`src/rtl/keypad_scanner.sv`:
```
// 4x4 matrix keypad scanner: drives one column low at a time, reads the active-low rows,
// debounces whole-frame scans and reports single key presses as a hex code plus a strobe.
module keypad_scanner #(
    parameter int unsigned CLOCKS_PER_COLUMN = 5000,
    parameter int unsigned DEBOUNCE_FRAMES   = 4
) (
    input  logic        clock,
    input  logic        reset,
    input  logic [3:0]  rowsN,
    output logic [3:0]  columnEnableN,
    output logic [3:0]  keyCode,
    output logic        keyStrobe,
    output logic        keyHeld,
    output logic [15:0] keyMap
);

    localparam int unsigned DivW = $clog2(CLOCKS_PER_COLUMN);
    localparam logic [DivW-1:0] DivLast = DivW'(CLOCKS_PER_COLUMN - 1);
    localparam logic [3:0] DebTarget = 4'(DEBOUNCE_FRAMES);

    localparam logic [1:0] IDLE      = 2'd0;
    localparam logic [1:0] CANDIDATE = 2'd1;
    localparam logic [1:0] HELD      = 2'd2;
    localparam logic [1:0] RELEASING = 2'd3;

    logic [3:0]      rows_meta, rows_sync;
    logic [DivW-1:0] div_q;
    logic [1:0]      col_q;
    logic [15:0]     acc_q, acc_d;
    logic            frame_end_q;
    logic            sample;

    logic [1:0]  state_q, state_d;
    logic [3:0]  cnt_q, cnt_d, cnt_inc;
    logic [15:0] cand_q, cand_d;
    logic [3:0]  code_d;
    logic        held_d, strobe_d;
    logic        map_none, map_single;

    function automatic logic [3:0] onehot_index(input logic [15:0] v);
        logic [3:0] idx;
        idx = 4'd0;
        for (int i = 0; i < 16; i++) begin
            if (v[i]) idx = 4'(i);
        end
        return idx;
    endfunction

    // Synchroniser idles at all-ones so a reset looks like "no key down".
    always_ff @(posedge clock or posedge reset) begin
        if (reset) begin
            rows_meta <= 4'hF;
            rows_sync <= 4'hF;
        end else begin
            rows_meta <= rowsN;
            rows_sync <= rows_meta;
        end
    end

    assign sample        = (div_q == DivLast);
    assign columnEnableN = ~(4'b0001 << col_q);

    always_comb begin
        acc_d = acc_q;
        for (int r = 0; r < 4; r++) begin
            acc_d[4 * r + int'(col_q)] = ~rows_sync[r];
        end
    end

    always_ff @(posedge clock or posedge reset) begin
        if (reset) begin
            div_q       <= '0;
            col_q       <= 2'd0;
            acc_q       <= 16'h0000;
            keyMap      <= 16'h0000;
            frame_end_q <= 1'b0;
        end else begin
            frame_end_q <= sample && (col_q == 2'd3);
            if (sample) begin
                div_q <= '0;
                col_q <= col_q + 2'd1;
                acc_q <= acc_d;
                if (col_q == 2'd3) keyMap <= acc_d;
            end else begin
                div_q <= div_q + 1'b1;
            end
        end
    end

    assign map_none   = (keyMap == 16'h0000);
    assign map_single = !map_none && ((keyMap & (keyMap - 16'd1)) == 16'h0000);
    assign cnt_inc    = (cnt_q == DebTarget) ? cnt_q : cnt_q + 4'd1;

    // Evaluated only on the cycle keyMap holds a freshly completed frame.
    always_comb begin
        state_d  = state_q;
        cnt_d    = cnt_q;
        cand_d   = cand_q;
        code_d   = keyCode;
        held_d   = keyHeld;
        strobe_d = 1'b0;
        if (frame_end_q) begin
            case (state_q)
                IDLE: begin
                    if (map_single) begin
                        cand_d = keyMap;
                        cnt_d  = 4'd1;
                        if (DebTarget == 4'd1) begin
                            code_d   = onehot_index(keyMap);
                            strobe_d = 1'b1;
                            held_d   = 1'b1;
                            state_d  = HELD;
                        end else begin
                            state_d = CANDIDATE;
                        end
                    end
                end
                CANDIDATE: begin
                    if (keyMap == cand_q) begin
                        cnt_d = cnt_inc;
                        if (cnt_inc == DebTarget) begin
                            code_d   = onehot_index(cand_q);
                            strobe_d = 1'b1;
                            held_d   = 1'b1;
                            state_d  = HELD;
                        end
                    end else if (map_single) begin
                        cand_d = keyMap;
                        cnt_d  = 4'd1;
                    end else begin
                        cnt_d   = 4'd0;
                        state_d = IDLE;
                    end
                end
                HELD: begin
                    if (map_none) begin
                        cnt_d = 4'd1;
                        if (DebTarget == 4'd1) begin
                            held_d  = 1'b0;
                            state_d = IDLE;
                        end else begin
                            state_d = RELEASING;
                        end
                    end
                end
                default: begin
                    if (map_none) begin
                        cnt_d = cnt_inc;
                        if (cnt_inc == DebTarget) begin
                            held_d  = 1'b0;
                            state_d = IDLE;
                        end
                    end else begin
                        state_d = HELD;
                    end
                end
            endcase
        end
    end

    always_ff @(posedge clock or posedge reset) begin
        if (reset) begin
            state_q   <= IDLE;
            cnt_q     <= 4'd0;
            cand_q    <= 16'h0000;
            keyCode   <= 4'd0;
            keyHeld   <= 1'b0;
            keyStrobe <= 1'b0;
        end else begin
            state_q   <= state_d;
            cnt_q     <= cnt_d;
            cand_q    <= cand_d;
            keyCode   <= code_d;
            keyHeld   <= held_d;
            keyStrobe <= strobe_d;
        end
    end

endmodule
```
`config.mk`:
```
export PLATFORM = sky130hd
export DESIGN_NAME = keypad_scanner
export DESIGN_NICKNAME = d
export VERILOG_FILES = /design/src/rtl/keypad_scanner.sv
export SDC_FILE = /design/constraint.sdc
export NUM_CORES = 1
export LEC_CHECK = 0
export CAP_MARGIN = 15
export CORE_UTILIZATION = 50
export DETAILED_ROUTE_END_ITERATION = 10
export GPL_ROUTABILITY_DRIVEN = 1
export PLACE_DENSITY = 0.73
export RECOVER_POWER = 100
export SLEW_MARGIN = 20
export SYNTH_ARGS = -nofsm -noshare
export SYNTH_HDL_FRONTEND = slang
export SYNTH_SLANG_ARGS = --single-unit
```
`constraint.sdc`:
```
create_clock -name clock -period 2.4 [get_ports clock]
set_input_delay 0.48 -clock clock [delete_from_list [all_inputs] [get_ports clock]]
set_output_delay 0.48 -clock clock [all_outputs]
set_load 0.02 [all_outputs]
```
======== Word-level counts from Yosys, hierarchy flattened ========
Index checks and enable logic that the tools add are counted.
word-level totals
  register bits after elaboration ......... 84
  input bits .............................. 6
  output and inout bits ................... 26
  word-level logic and storage cells ...... 125
cells by class
  add/sub/neg operators ................... 7
  order comparisons ....................... 8
  equal/unequal tests ..................... 14
  shift-type cells ........................ 1
  muxes and demuxes ....................... 55
  bitwise logic cells ..................... 7
  reduce and logical (&&, ||, !) cells .... 20
operators by type and width
  cell                                                                                 count
  4-bit 2-to-1 mux                                                                     19
  16-bit bitwise mux                                                                   4
  16-bit logical NOT                                                                   2
  16-bit 2-to-1 mux                                                                    2
  16-bit one-hot mux with 2 select lines                                               1
  16-bit bitwise AND                                                                   1
  16-bit == test                                                                       1
  16-bit by 1-bit subtractor with 16-bit output, second input constant                 1
  1-bit 2-to-1 mux                                                                     14
  2-bit 2-to-1 mux                                                                     7
  13-bit by 1-bit adder with 13-bit output, second input constant                      1
  13-bit == test, second input constant                                                1
  13-bit 2-to-1 mux                                                                    1
  1-bit demux with 4-bit select                                                        3
  4-bit one-hot mux with 3 select lines                                                1
  4-bit by 2-bit adder with 5-bit output, first input constant                         2
  5-bit by 1-bit greater-or-equal comparator with 1-bit output, second input constant  2
  5-bit less-than comparator, second input constant                                    2
  4-bit by 3-bit == test with 1-bit output, second input constant                      2
  2-bit inequality test, second input constant                                         4
  4-bit AND reduction                                                                  2
  1-bit logical AND                                                                    6
  3-bit inequality test, second input constant                                         2
  2-bit one-hot mux with 3 select lines                                                1
  24 further kinds                                                                     30

======== Logic depth before layout (Yosys ltp) ========
Gate-level depths: netlist of run 1.
  depth after elaboration ................. 15
  depth in mapped cells ................... 9
  depth with buffers taken out ............ 9

======== Worst setup path after synthesis of run 1 ========
No wires, ideal clock.
  path kind ............................... reg2reg
  start ................................... register keyMap[3]
  end ..................................... register cand_q[0]
  library setup time ...................... 125 ps
  data arrival time ....................... 2407 ps
  required time ........................... 2275 ps
  slack ................................... -132 ps
  stages on the path, launching flop included .. 9
  path buffers ............................ 1
  period minus slack after synthesis ...... 2532 ps
  path through ............................ dfrtp_1 -> nor4_1 -> nand4_1 -> mux2i_1 -> o22ai_1 -> and3_2 -> o2111ai_4 -> buf_6 -> mux2_4
between the ends
  longest elaborated chain between the ends .. 7
  elaborated cells on any way between the ends .. 12
  those cells by class .................... add/sub: 1; eq/ne: 2; mux: 3; bitwise: 1; reduce/logical: 5
ends and longest elaborated chain
  what                                           line  source
  start: declaration                             14    output logic [15:0] keyMap
  start signal: assignment                       75    keyMap <= 16'h0000;
  start signal: assignment                       83    if (col_q == 2'd3) keyMap <= acc_d;
  16-bit by 1-bit subtractor with 16-bit output  91    assign map_single = !map_none && ((keyMap & (keyMap - 16'd1)) == 16'h0000);
  16-bit bitwise AND                             91
  16-bit logical NOT                             91
  1-bit logical AND                              91
  16-bit 2-to-1 mux (2 in a row)                 -
  16-bit one-hot mux with 2 select lines         -
  end signal: assignment                         172   cand_q <= cand_d;
  end: declaration                               35    logic [15:0] cand_q, cand_d;
Parallel ways exist; a longest one is shown, timed or not. The select of a mux whose other input is x is not followed.
A chain may end at the register's enable or synchronous reset.

======== Final worst setup path of run 1 ========
  start ................................... register keyMap[2]
  end ..................................... register cnt_q[3]
between the ends
  longest elaborated chain between the ends .. 6
  elaborated cells on any way between the ends .. 13
  those cells by class .................... add/sub: 1; eq/ne: 3; mux: 2; bitwise: 1; reduce/logical: 6
ends and longest elaborated chain
  what                                           line  source
  16-bit by 1-bit subtractor with 16-bit output  91
  16-bit bitwise AND                             91
  16-bit logical NOT                             91
  1-bit logical AND                              91
  2-bit inequality test (no source line)         -
  4-bit AND reduction (no source line)           -
  end signal: assignment                         171   cnt_q <= cnt_d;
  end: declaration                               34    logic [3:0] cnt_q, cnt_d, cnt_inc;
Parallel ways exist; a longest one is shown, timed or not.

==> results of run 1 <==
-- placed cells by master (no fill, tap or decap), types with 4 or more instances in the layout --
cell type,n
a21oi_1,12
buf_4,25
clkbuf_1,4
clkbuf_8,9
clkdlybuf4s50_1,12
dfrtp_1,67
dfrtp_2,5
dfstp_2,8
dlygate4sd3_1,19
ha_1,9
inv_1,16
mux2_2,8
mux2_4,10
nand2_1,55
nand3_1,7
nand4_1,8
nor2_1,29
nor3_1,6
nor4_2,4
o21ai_0,48
xnor2_1,24
xor2_1,5
-- kinds of logic (layout without fill, tap and decap cells) --
kind of cell    Yosys count  in the layout  synth area share [%]
mux                      21             21                  6.82
compound gates           87             87                  13.3
flops                    80             80                  50.7
simple gates            133            133                  15.9
xor+xnor                 29             29                  6.41
fa+ha+maj                12             12                  3.72
buf+inv                  31             95                  3.16
-- path summary, 6_finish.rpt --
path	from	to	slack, ps	depth (start not counted)
max in group asynchronous	reset	keyMap[4]	470	3
hold reg to reg	rows_meta[1]	rows_sync[1]	360	0
setup / recovery	keyMap[2]	cnt_q[3]	9	9
setup reg to reg	keyMap[2]	cnt_q[3]	9	9
min in group asynchronous	reset	acc_q[8]	580	2
hold / removal	rows_meta[1]	rows_sync[1]	360	0
-- per-layer routing --
layer | part of all wire (%) | global-route usage, %
met1 | 45 | 26.6
met2 | 51 | 36.5
met3 | 3.1 | 3.94
met4 | 0.91 | 4.76
met5 | 0 | 0
-- cell type report --
cell class	instances	area, um2
Multi-Input combinational cell	282	1910
Inverter	18	68.8
Tap cell	102	128
Clock buffer	10	128
Clock inverter	6	42.5
Sequential cell	80	2020
Timing Repair Buffer	61	534
Fill cell	641	2860
-- Yosys cell counts, drive strengths merged, types with 2 or more instances --
library cell,instances
ha,11
o22ai,3
and3,2
dfrtp,72
nand2,56
a21oi,13
xor2,5
inv,17
nand4,8
or4,2
nand3,7
o21bai,3
mux2,18
clkbuf,11
nor3,6
or4b,2
nor2b,3
buf,2
or3,3
nor2,30
nor4,7
o31ai,2
a31oi,4
o21ai,48
mux2i,3
o21a,3
xnor2,24
dfstp,8
-- registers in the layout, indices dropped and copies added (netlist names) --
name and count:
cand_q 16, keyMap 16, div_q 13, acc_q 12, cnt_q 4, keyCode 4, rows_meta 4, rows_sync 4
col_q 2, state_q 2, frame_end_q 1, keyHeld 1, keyStrobe 1
-- critical path, cell delays in order (launching register included) --
cell     delay, ps
dfrtp_2        440
or4_4          590
o31ai_4        200
a21oi_2         80
o22ai_2        150
buf_4          140
a31oi_2        110
buf_4          170
a211o_1        220
a32o_1         200
-- through the flow --
| step | setup TNS [ps] | utilization, % | hold WS [ps] |
|---|---|---|---|
| after floorplan | -34.5 | - | 345 |
| after global placement | 0 | 59.9 | 347 |
| after detailed placement | 0 | 59.9 | 349 |
| after CTS | 0 | 62.2 | 355 |
| after global routing | -521 | 62.8 | 363 |
| final | 0 | 62.8 | 358 |
-- repair_timing --
action,CTS,global route
setup endpoints to repair,1,24
gates resized for setup,0,15
pin swaps,0,3
buffers inserted,1,1
-- where the power goes --
part	switching (W)	internal, W
registers	0.00000758	0.00136
clock network	0.000497	0.000379
logic	0.0000279	0.00000823
==> reports/metrics.yaml, run 1 <==
sta:
  fin_crit_sh_pct: 99.6
  finalSetupViolations: 0
  hold_violations: 0
  setup_slack_ps: 8.50
  slew_headroom_pct: 34.3
  fmax_mhz: 418
  min_period_ps: 2390
  grt_setup_unrepaired: "true"
  maxSlewViolCount: 0
  skew_ps: 8.73
  tightest_slew_ps: 985
drt:
  final_antenna_net_count: 0
  drc: 0
  wl_per_cell_um: 14.5
  drtIter0Drc: 101
  num_vias: 3040
  wl_um: 8120
  drt-vias-per-instance: 5.44
  dr.pass1.iters: 4
synthesis:
  syn_inst: 393
  ys_top_cells_by_area: "dfrtp_1 45%, o21ai_0 6.1%, dfstp_2 5.3%"
  synth_top_area_share_pct: 45.4
  synth-edff-count: 0
  async_reset_ff_share_pct: 100
  synth_area_per_cell_um2: 10.1
  ys_ff_latch: 80
  synth_cell_type_count: 54
  synthFlopType: "dfrtp_1"
  synth_seq_area_share_pct: 50.7
  yosysWarningCount: 0
  netlist_area_um2: 3970
  synth_fp_nets: 410
  post-synth-top-area-cell: "dfrtp_1"
outcome:
  status: "finished clean"
clock_network:
  clk-insertion-delay-late_ps: 350
  cts.sinks: 80
  cts_tree: "yes"
  path_clk_slew_ps: 80
  clockBufferDepth: 2
  clock_tree.root_cell: "clkbuf_8"
  numCtsBuffers: 9
  htreeDepth: 3
  cts.hold.buffers_added: 0
floorplan:
  start_util_pct: 51.6
  rows: 32
  die_area_um2: 8290
  io_pins: 32
  coreArea_um2: 7690
  dieWidth_um: 91.1
  die_h_um: 91.1
setup_path:
  critPathRequiredTime_ps: 2640
  critPathMaxFanout: 4
  critPathLaunchType: "register"
  cp_data_arrival_time_ps: 2630
  path_class: "register to register"
  end_kind: "register"
global_routing:
  antenna_found_initial: 0
  grt_max_degree: 42
  track_usage_pct: 20.8
  grt_pass1_wl_um: 13700
  grt_pass1_vias: 2948
  grt-ovfl-total: 0
layout:
  area_delta_synth_final_pct: 21.8
  instances_no_fill: 559
  diodes: 0
  drive_above_1_share_pct: 20.8
  design_area_um2: 4830
  fin_nets: 469
place:
  routabilityCongestion: 0.865
  dpl_cell_area_um2: 4610
  dp_hpwl_um: 5860
  dpl.cell_count: 541
  io_buffers: 31
  dpl_worst_slack_ps: 13.0
power_and_ir_drop:
  power_w: 0.00228
  p_leak_nw: 2.17
  p_per_area_nw_per_um2: 472
  ir_drop_mv: 0.313
flow_run:
  maxCapViolCount: 0
worst_hold_path:
  min_path_type: "register to register"
No activity file was read; power rests on OpenSTA's default activity.
==> run 2, diff against run 1 <==
CORE_ASPECT_RATIO = 2   (was not set)
CTS_CLUSTER_SIZE = 20   (was not set)
==> run 2 against run 1 <==
- sequential power is essentially flat
- routed wire length grew 5.6%
- non-clock buffer count grew 4
- hold slack lost 4.5 ps
- global-route usage grew 2.4 points
- critical path type unchanged
- utilization grew 1.9 points
- setup slack lost 2.7 ps
- critical endpoint is now cand_q[8]
==> reports/metrics.yaml, run 2 (synthesis results as in run 1) <==
setup_path:
  end_kind: "register"  # unchanged
  path_class: "register to register"  # unchanged
  reg2regPathDepth: 8  # was 9
  critPathRequiredTime_ps: 2620  # was 2640 ps
  rr_startpoint: "keyMap[3]"  # was keyMap[2]
  cp_data_arrival_time_ps: 2610  # was 2630 ps
  max_stage_delay_ps: 580  # was 590 ps
  critPathMaxFanout: 16  # was 4
  critPathLaunchType: "register"  # unchanged
  regToRegSetupSlack_ps: 6  # was 9 ps
  path_cells: "or4_4, o31ai_2, a21oi_2, o22ai_2, and3_4, o2111ai_4, buf_12, mux2_4"  # was or4_4, o31ai_4, a21oi_2, o22ai_2, buf_4, a31oi_2, buf_4, a211o_1, a32o_1
  r2r-end: "cand_q[8]"  # was cnt_q[3]
  crit_slowest_cell: "or4_4"  # unchanged
clock_network:
  htreeDepth: 3  # unchanged
  path_clk_slew_ps: 60  # was 80 ps
  clock_tree.root_cell: "clkbuf_16"  # was clkbuf_8
  numCtsBuffers: 9  # unchanged
  cts_tree: "yes"  # unchanged
  clockBufferDepth: 2  # unchanged
  clk-insertion-delay-late_ps: 340  # was 350 ps
  cts.sinks: 80  # unchanged
  cts.hold.buffers_added: 0  # unchanged
global_routing:
  grt_max_degree: 34  # was 42
  grt-ovfl-total: 0  # unchanged
  grt_pass1_wl_um: 14600  # was 13700 um
  track_usage_pct: 23.1  # was 20.8%
  grt_pass1_vias: 3199  # was 2948
  antenna_found_initial: 0  # unchanged
sta:
  slew_headroom_pct: 40.5  # was 34.3%
  hold_violations: 0  # unchanged
  fin_crit_sh_pct: 99.8  # was 99.6%
  min_period_ps: 2390  # about the same
  tightest_slew_ps: 887  # was 985 ps
  grt_setup_unrepaired: "true"  # unchanged
  skew_ps: 11.6  # was 8.73 ps
  maxSlewViolCount: 0  # unchanged
  fmax_mhz: 418  # about the same
  finalSetupViolations: 0  # unchanged
  fin_tns_setup_ps: 0  # unchanged
  hold_ws_ps: 354  # was 358 ps
drt:
  drt-vias-per-instance: 5.49  # was 5.44
  wl_per_cell_um: 15.5  # was 14.5 um
  drc: 0  # unchanged
  final_antenna_net_count: 0  # unchanged
  dr.pass1.iters: 4  # unchanged
  num_vias: 3047  # was 3040
  drtIter0Drc: 164  # was 101
  wl_um: 8580  # was 8120 um
floorplan:
  start_util_pct: 51.8  # was 51.6%
  die_area_um2: 8310  # was 8290 um2
  die_h_um: 128  # was 91.1 um
  dieWidth_um: 65.0  # was 91.1 um
  io_pins: 32  # unchanged
  coreArea_um2: 7660  # was 7690 um2
  rows: 45  # was 32
layout:
  largestRegisters: "cand_q x16, keyMap x16, div_q x13"  # unchanged
  final_common_cell: "dfrtp_1"  # unchanged
  drive_above_1_share_pct: 21.0  # was 20.8%
  mostFrequentLayoutCells: "68 x dfrtp_1, 56 x nand2_1, 47 x o21ai_0, 30 x buf_4"  # was 67 x dfrtp_1, 55 x nand2_1, 48 x o21ai_0, 29 x nor2_1, 25 x buf_4
  diodes: 0  # unchanged
  fin_nets: 473  # was 469
  area_delta_synth_final_pct: 25.0  # was 21.8%
power_and_ir_drop:
  p_leak_nw: 2.28  # was 2.17 nW
  p_per_area_nw_per_um2: 542  # was 472 nW/um2
  ir_drop_mv: 0.544  # was 0.313 mV
worst_hold_path:
  min_from: "rows_meta[2]"  # was rows_meta[1]
  min_path_type: "register to register"  # unchanged
  hold_end: "rows_sync[2]"  # was rows_sync[1]
  worstHoldPathCells: 0  # unchanged
place:
  io_buffers: 31  # unchanged
  routabilityCongestion: 0.877  # was 0.865
  dp_hpwl_um: 6350  # was 5860 um
flow_run:
  maxCapViolCount: 0  # unchanged
outcome:
  status: "finished clean"  # unchanged
## run 2: cell types whose count changed in the layout (fill, tap and decap cells not counted), sizes merged
cell / previous run / this run
buf: 26 / 31
dlygate4sd3: 19 / 29
clkdlybuf4s50: 12 / 2
clkinvlp: 3 / 2
## run 2: how the worst max path moves through the flow
| stage | cells past startpoint | end | startpoint | slack (ps) |
|---|---|---|---|---|
| 2_1_floorplan | 8 | cand_q[0] | keyMap[2] | -3 |
| 3_5_place_dp | 8 | cnt_q[0] | keyMap[3] | -20 |
| 3_3_place_gp | 8 | state_q[0] | keyMap[2] | 30 |
| 5_1_grt | 8 | state_q[0] | keyMap[3] | -50 |
| 6_report | 8 | cand_q[8] | keyMap[3] | 6 |
| 4_1_cts | 8 | cand_q[8] | keyMap[2] | -3 |
## run 2: power by group
group | switching, W | total (W) | internal [W]
clock network | 0.000543 | 0.00128 | 0.000736
logic | 0.0000286 | 0.0000367 | 0.00000812
registers | 0.00000765 | 0.00137 | 0.00136
## run 2: worst max-delay path: cells and delay by family (launching register included)
family / cells / cell delay [ps]
buf+inv: 1 / 180
simple gates: 2 / 800
flops: 1 / 440
mux: 1 / 300
compound gates: 4 / 550
## run 2: cell type report
type | instances | area, um2
Clock buffer | 11 | 243
Clock inverter | 5 | 38.8
Fill cell | 624 | 2700
Inverter | 18 | 68.8
Multi-Input combinational cell | 282 | 1900
Sequential cell | 80 | 2020
Tap cell | 94 | 118
Timing Repair Buffer | 65 | 571
## run 2: per-stage QoR
step	instances	util [%]	total power (W)	area, um2	setup WS (ps)
finish	555	64.7	0.00269	4960	5.77
global route	555	64.7	0.00278	4960	-49.3
CTS	553	64.7	0.00272	4950	-3.06
detailed placement	537	60.6	0.00144	4640	-15.2
global placement	537	60.6	0.00144	4640	32.7
floorplan	393	-	0.00141	3990	-3.45
## run 2: timing repair
item                                    4_1_cts  5_1_grt
endpoints found under the setup margin       14       24
gates resized for setup                       5        6
pin swaps                                     2        4
buffers inserted                              0        2
## run 2: routing by layer
| metal | share of wire [%] | vias to the layer above | track usage, % | wire length (um) |
|---|---|---|---|---|
| met4 | 3.6 | 0 | 12.0 | 305 |
| met2 | 56 | 66 | 42.0 | 4770 |
| li1 | - | 1495 | - | - |
| met3 | 2.6 | 26 | 4.98 | 222 |
| met1 | 38 | 1460 | 24.1 | 3280 |
| met5 | 0 | - | 0 | 0 |
==> run 3, diff against run 2 <==
HOLD_SLACK_MARGIN = 0.1   (was not set)
==> results of run 3 <==
Final layout, timing and power as in run 2 (identical DEF).
